File: src/rtl/axicb_wdata_steer.sv
// Write-data steering for an AXI crossbar slave port: queues address-channel grants
// in order and routes each granted requester's W burst to the target until WLAST.
module axicb_wdata_steer #(
   parameter int REQ_NB = 4,
   parameter int DATA_W = 64,
   parameter int DEPTH  = 4
) (
   input  logic                     aclk,
   input  logic                     aresetn,
   input  logic                     srst,
   input  logic                     gvalid,
   input  logic [REQ_NB-1:0]        grant,
   output logic                     gready,
   input  logic [REQ_NB-1:0]        s_wvalid,
   output logic [REQ_NB-1:0]        s_wready,
   input  logic [REQ_NB-1:0]        s_wlast,
   input  logic [REQ_NB*DATA_W-1:0] s_wdata,
   output logic                     m_wvalid,
   input  logic                     m_wready,
   output logic                     m_wlast,
   output logic [DATA_W-1:0]        m_wdata,
   output logic                     err
);

   localparam int IW = $clog2(REQ_NB);
   localparam int PW = $clog2(DEPTH);
   localparam int CW = PW + 1;

   logic [IW-1:0] mem [DEPTH];
   logic [PW-1:0] wptr;
   logic [PW-1:0] rptr;
   logic [CW-1:0] count;
   logic [IW-1:0] gidx;
   logic [IW-1:0] head;
   logic          onehot;
   logic          empty;
   logic          push;
   logic          pop;

   assign onehot = (grant != '0) && ((grant & (grant - REQ_NB'(1))) == '0);
   assign empty  = (count == '0);
   assign gready = (count < CW'(DEPTH));
   assign push   = gvalid && gready && onehot;
   assign head   = mem[rptr];
   assign pop    = !empty && m_wvalid && m_wready && m_wlast;

   always_comb begin
      gidx = '0;
      for (int unsigned i = 0; i < REQ_NB; i++) begin
         if (grant[i]) gidx = IW'(i);
      end
   end

   // Only the head requester sees m_wready; everything else is held off.
   always_comb begin
      m_wvalid = 1'b0;
      m_wlast  = 1'b0;
      m_wdata  = '0;
      s_wready = '0;
      for (int unsigned i = 0; i < REQ_NB; i++) begin
         if (!empty && (head == IW'(i))) begin
            m_wvalid    = s_wvalid[i];
            m_wlast     = s_wlast[i];
            m_wdata     = s_wdata[i*DATA_W +: DATA_W];
            s_wready[i] = m_wready;
         end
      end
   end

   always_ff @(posedge aclk or negedge aresetn) begin
      if (!aresetn) begin
         wptr  <= '0;
         rptr  <= '0;
         count <= '0;
         err   <= 1'b0;
      end else if (srst) begin
         wptr  <= '0;
         rptr  <= '0;
         count <= '0;
         err   <= 1'b0;
      end else begin
         if (push) wptr <= wptr + PW'(1);
         if (pop)  rptr <= rptr + PW'(1);
         unique case ({push, pop})
            2'b10:   count <= count + CW'(1);
            2'b01:   count <= count - CW'(1);
            default: count <= count;
         endcase
         if (gvalid && gready && !onehot) err <= 1'b1;
      end
   end

   always_ff @(posedge aclk) begin
      if (push) mem[wptr] <= gidx;
   end

endmodule

File: config.mk
export PLATFORM = sky130hd
export DESIGN_NAME = axicb_wdata_steer
export DESIGN_NICKNAME = d
export VERILOG_FILES = /design/src/rtl/axicb_wdata_steer.sv
export SDC_FILE = /design/constraint.sdc
export NUM_CORES = 1
export LEC_CHECK = 0
export CAP_MARGIN = 20
export CORE_AREA = 2 2 134 136
export CTS_CLUSTER_SIZE = 28
export DETAILED_ROUTE_END_ITERATION = 7
export DIE_AREA = 0 0 136 138
export GPL_TIMING_DRIVEN = 0
export PLACE_DENSITY_LB_ADDON = 0.15
export SLEW_MARGIN = 20
export SYNTH_ARGS = -nofsm -noshare
export SYNTH_HDL_FRONTEND = slang
export SYNTH_SLANG_ARGS = --single-unit
File: constraint.sdc
create_clock -name aclk -period 5.4 [get_ports aclk]
set_input_delay 1.08 -clock aclk [delete_from_list [all_inputs] [get_ports aclk]]
set_output_delay 1.08 -clock aclk [all_outputs]
set_load 0.01 [all_outputs]
==> results of run 1 <==
-- Yosys cell counts (2+ instances only) --
master,instances,share of area
and2_1,71,0.15
mux4_2,68,0.51
clkbuf_1,12,0.015
buf_2,11,0.018
nor2_1,11,0.014
dfrtp_1,8,0.067
edfxtp_1,8,0.081
nand2_1,6,0.0075
ha_1,4,0.017
inv_1,4,0.0050
a31oi_1,3,0.0063
buf_6,2,0.0075
mux2_2,2,0.0075
mux2i_1,2,0.0067
nand4b_1,2,0.0059
o21ai_0,2,0.0034
or3_1,2,0.0042
or4b_1,2,0.0067
xnor2_1,2,0.0059
-- per-layer routing --
metal | share of wire | global-route usage
met4 | 0.0064 | 0.01535
met3 | 0.070 | 0.03190
met1 | 0.37 | 0.1959
met5 | 0 | 0
met2 | 0.55 | 0.3346
-- worst register-to-register path, delay by kind of cell (launching register included) --
family / cells / cell delay, ns
adders and majority gates: 1 / 0.42
and+or+nand+nor: 2 / 0.59
buffers and inverters: 2 / 0.28
muxes: 2 / 0.76
DFF: 1 / 0.33
AOI/OAI and AO/OA: 2 / 0.33
-- kinds of logic after synthesis --
kind of cell               Yosys count  share of synthesized area
AOI/OAI and AO/OA                   12                    0.03187
buffers and inverters               29                    0.04612
xor gates and xnor gates             4                    0.01635
DFF                                 16                     0.1476
muxes                               73                     0.5325
adders and majority gates            5                    0.02348
and+or+nand+nor                    101                     0.2021
-- power by group through the flow --
| stage | sequential, mW | clock, mW | combinational (mW) |
|---|---|---|---|
| 5_1_grt | 0.137 | 0.150 | 0.588 |
| 3_3_place_gp | 0.138 | 0 | 0.548 |
| 2_1_floorplan | 0.138 | 0 | 0.209 |
| 3_5_place_dp | 0.138 | 0 | 0.554 |
| 4_1_cts | 0.136 | 0.144 | 0.557 |
| 6_report | 0.136 | 0.143 | 0.549 |
-- cell type report --
class	count	area share
clock inverters	1	0.0005524
well taps	229	0.04217
repair buffers	344	0.5067
flip-flops and latches	16	0.06481
inverters	4	0.002210
plain buffers	25	0.01804
clock buffers	3	0.01105
multi-input cells	195	0.3541
diodes	1	0.0003683
-- state kept, by name, summed over array words and instances, names as in the netlist --
register,cells
mem,8
err,1
wptr,2
count,3
rptr,2
-- layout by cell type, fill, tap and decap left out, types with 2 or more instances in the layout --
cell type,Yosys,layout
clkbuf_1,12,12
buf_6,2,2
and2_1,71,71
edfxtp_1,8,8
clkdlybuf4s50_1,0,344
mux2i_1,2,2
nor2_1,11,11
nand2_1,6,6
xnor2_1,2,2
dfrtp_1,8,8
or3_1,2,2
inv_1,4,4
a31oi_1,3,3
mux2_2,2,2
ha_1,4,4
clkbuf_16,0,3
o21ai_0,2,2
mux4_2,68,68
or4b_1,2,2
nand4b_1,2,2
buf_2,11,11
-- how the worst max path moves through the flow --
stage	startpoint	end	slack, ns	cells past startpoint
CTS	rptr[0]	m_wdata[55]	1.08	8
global route	rptr[0]	m_wdata[55]	0.95	7
finish	rptr[0]	m_wdata[55]	1.13	8
floorplan	grant[3]	count[2]	1.92	8
detailed placement	grant[3]	count[2]	1.0	9
global placement	grant[3]	count[2]	1.13	9
==> results.toml, run 1 <==
[flow_run]
cap_violations = 0

[cells_and_area]
multiInputGateArea_um2 = 2406
fillers = 1748
fin_cells = 818
design_area_um2 = 6795
drive_above_1_share = 0.1514
nNetsFinal = 867
utilization = 0.3875
area_delta_synth_final_pct = 127.7
seq_area_um2 = 440.4

[worst_setup_path]
path_buf_inv = 5
timing.rr.end = "count[2]"
rrSetupSlack_ns = 2.61
critPathMaxStageDelay_ns = 0.55
required_ns = 4.32
cp.arrival_ns = 3.19
cp-end-kind = "primary output"
critPathLaunchType = "register"
r2r-start = "rptr[0]"
cp_max_fo = 10
cpLargestDelayFamily = "buffers and inverters"
cp_slowest_cell = "clkbuf_1"
crit_type = "register to primary output"
crit_chain = "buf_6, mux4_2, buf_6, buf_2, clkbuf_1, mux4_2, and2_1, clkdlybuf4s50_1"
r2r_cells = 9

[clock_network]
cts_tree = "yes"
path_clk_slew_ns = 0.05
cts_repair_resize_count = 0
clock_sinks = 16
cts_htree_levels = 1
clockRootBuffer = "clkbuf_16"
postCtsHoldBufs = 0
cts_made_buffers = 3
clock_latency_ns = 0.24
postCtsSetupRepairBufs = 0
clk_path_buf_depth = 2

[sta]
fin_setup_tns_ns = 0
period_share = 0.7901
slew_headroom = 0.5674
setup_viol = 0
tightest_slew_ns = 0.6489
finClkSkew_ns = 0.005652
hold_ws_ns = 0.5261
drv_slew = 0
fmax_mhz = 234.4
period_needed_ns = 4.267
hold_viol = 0
postLayoutSetupSlackWorst_ns = 1.133
rsz0062_at_grt = "false"

[die]
num_rows = 49
io_pins = 345
fp.coreArea_um2 = 17530
die_y_um = 138
start_util = 0.1702
dieArea_um2 = 18770
die_w_um = 136

[route]
route.vias.total = 3591
routed_via_density = 4.390
ant_nets = 0
detail_route.first_pass.iterations = 4
drt_first_iter_violations = 87
routed_wl_um = 16910
drc_errors = 0
wl_per_cell_um = 20.67

[run_status]
status = "complete, no violations"

[yosys]
synth_flop_cell = "edfxtp_1"
synthArstFlopShare = 0.5000
ys_types = 37
netlist_area_um2 = 2984
avgSynthCellArea_um2 = 12.43
synth_edf_count = 8
yosysWarnings = 0
ys_ff_latch = 16
ys_seq_area_frac = 0.1476
syn_inst = 240
syn-num-nets = 518

[min_path]
min_path_cells = 2
holdPathEnd = "err"
hold_start = "err"
worstHoldPathType = "register to register"

[placed_design]
dpl-instance-area_um2 = 6714
dp.cells = 813
dp.final_hpwl_um = 14720
place_ws_ns = 0.9951
gp_congestion = 0.8843
port_buffers = 344

[global_routing]
antenna_found_initial = 1
grt_usage = 0.1709
grt_pass1_wl_um = 24470
grt_pass1_vias = 3781
grt_max_degree = 11
gr-total-overflow = 0

[pwr]
switchingPower_uw = 223.2
combPwrFrac = 0.663
switching_share = 0.2696
power_frac_seq = 0.164
irDropWorstVdd_mv = 0.1764
p_clk_frac = 0.172
fin_total_pwr_uw = 827.9
internal-power_uw = 604.7
leakagePower_nw = 2.411
p_per_area_nw_per_um2 = 121.8
Note: power is estimated with default switching activity, not from simulation.
==> run 2: changes to the inputs <==
clock period = 4.2 ns   (was 5.4 ns; I/O delays follow)
==> results.toml, run 2 (synthesized netlist as in run 1, its figures left out) <==
[run_status]
status = "complete, no violations"

[global_routing]
gr-total-overflow = 0
grt_usage = 0.1709
antenna_found_initial = 1
grt_pass1_vias = 3781
grt_pass1_wl_um = 24470
grt_max_degree = 11

[min_path]
hold_start = "err"
worstHoldPathType = "register to register"
min_path_cells = 2
holdPathEnd = "err"

[clock_network]
cts_made_buffers = 3
clk_path_buf_depth = 2
cts_htree_levels = 1
clockRootBuffer = "clkbuf_16"
cts_tree = "yes"
clock_sinks = 16
postCtsSetupRepairBufs = 0
clock_latency_ns = 0.24
path_clk_slew_ns = 0.05

[sta]
period_needed_ns = 4.026
fin_setup_tns_ns = 0
setup_viol = 0
rsz0062_at_grt = "false"
hold_ws_ns = 0.5261
period_share = 0.9586
tightest_slew_ns = 0.6489
postLayoutSetupSlackWorst_ns = 0.1739
drv_slew = 0
fmax_mhz = 248.4
finClkSkew_ns = 0.005652
hold_viol = 0
slew_headroom = 0.5674

[die]
num_rows = 49
io_pins = 345
die_y_um = 138
dieArea_um2 = 18770
start_util = 0.1702
die_w_um = 136
fp.coreArea_um2 = 17530

[route]
wl_per_cell_um = 20.67
route.vias.total = 3591
detail_route.first_pass.iterations = 4
drt_first_iter_violations = 87
drc_errors = 0
routed_via_density = 4.390
ant_nets = 0
routed_wl_um = 16910

[flow_run]
cap_violations = 0

[worst_setup_path]
cpLargestDelayFamily = "buffers and inverters"
path_buf_inv = 5
crit_chain = "buf_6, mux4_2, buf_6, buf_2, clkbuf_1, mux4_2, and2_1, clkdlybuf4s50_1"
r2r_cells = 9
rrSetupSlack_ns = 1.41
critPathMaxStageDelay_ns = 0.55
r2r-start = "rptr[0]"
cp-end-kind = "primary output"
timing.rr.end = "count[2]"
critPathLaunchType = "register"
cp_max_fo = 10
crit_type = "register to primary output"
cp_slowest_cell = "clkbuf_1"
required_ns = 3.36
crit_start = "rptr[0]"
cp.arrival_ns = 3.19

[cells_and_area]
drive_above_1_share = 0.1514
largest_register = "mem"
final_common_cell = "clkdlybuf4s50_1"
seq_area_um2 = 440.4
area_delta_synth_final_pct = 127.8
multiInputGateArea_um2 = 2406
nNetsFinal = 867
largest_register_ffs = 8
reg.largest.list = "mem x8, count x3"
final_cell_mix = "clkdlybuf4s50_1 (344), and2_1 (71), mux4_2 (68)"
utilization = 0.3877
fillers = 1749

[placed_design]
place_ws_ns = 0.03513
gp_congestion = 0.8843
port_buffers = 344
dp.final_hpwl_um = 14720

[pwr]
irDropWorstVdd_mv = 0.2268
fin_total_pwr_mw = 1.065
leakagePower_nw = 2.411
p_per_area_nw_per_um2 = 156.6
run 2: changes by cell type in the layout (fill, tap and decap cells not counted):
cell / previous run / this run
buf_2: 11 / 10
clkbuf_4: 0 / 1
run 2: what timing repair did:
item / CTS / global route
hold buffers: 0 / 0
gates resized for setup: 0 / 1
endpoints found under the hold margin: 0 / 0
setup endpoints to repair: 0 / 1
run 2: layout make-up:
| type | instances | area share |
|---|---|---|
| plain buffers | 25 | 0.01841 |
| multi-input cells | 195 | 0.3539 |
| clock inverters | 1 | 0.0005522 |
| diodes | 1 | 0.0003681 |
| inverters | 4 | 0.002209 |
| flip-flops and latches | 16 | 0.06479 |
| well taps | 229 | 0.04215 |
| repair buffers | 344 | 0.5065 |
| clock buffers | 3 | 0.01104 |
run 2: report_power, final:
group	internal, mW	switching [mW]
sequential	0.171	0.00432
clock	0.126	0.0573
combinational	0.481	0.225
total	0.778	0.287
run 2: layer usage:
metal | part of all wire | wire length (um) | vias to the layer above | track usage
met3 | 0.070 | 1181 | 6 | 0.03190
met5 | 0 | 0 | - | 0
li1 | - | - | 1650 | -
met1 | 0.37 | 6321 | 1790 | 0.1959
met2 | 0.55 | 9298 | 145 | 0.3346
met4 | 0.0064 | 108 | 0 | 0.01535
run 2: worst min-delay path: stages, from the launching register on:
cell and delay [ns]:
dfrtp_1 0.35, a31oi_1 0.05, nor2_1 0.09
run 2: worst max path at each step:
stage / to / depth (start not counted)
3_5_place_dp: count[2] / 9
4_1_cts: m_wdata[55] / 8
2_1_floorplan: count[2] / 8
5_1_grt: m_wdata[55] / 8
3_3_place_gp: count[2] / 9
6_report: m_wdata[55] / 8
run 2: through the flow:
step           std cells  instance area, um2
2_1_floorplan        240                2984
3_3_place_gp         813                6714
3_5_place_dp         813                6714
4_1_cts              817                6793
5_1_grt              818                6798
6_report             818                6798
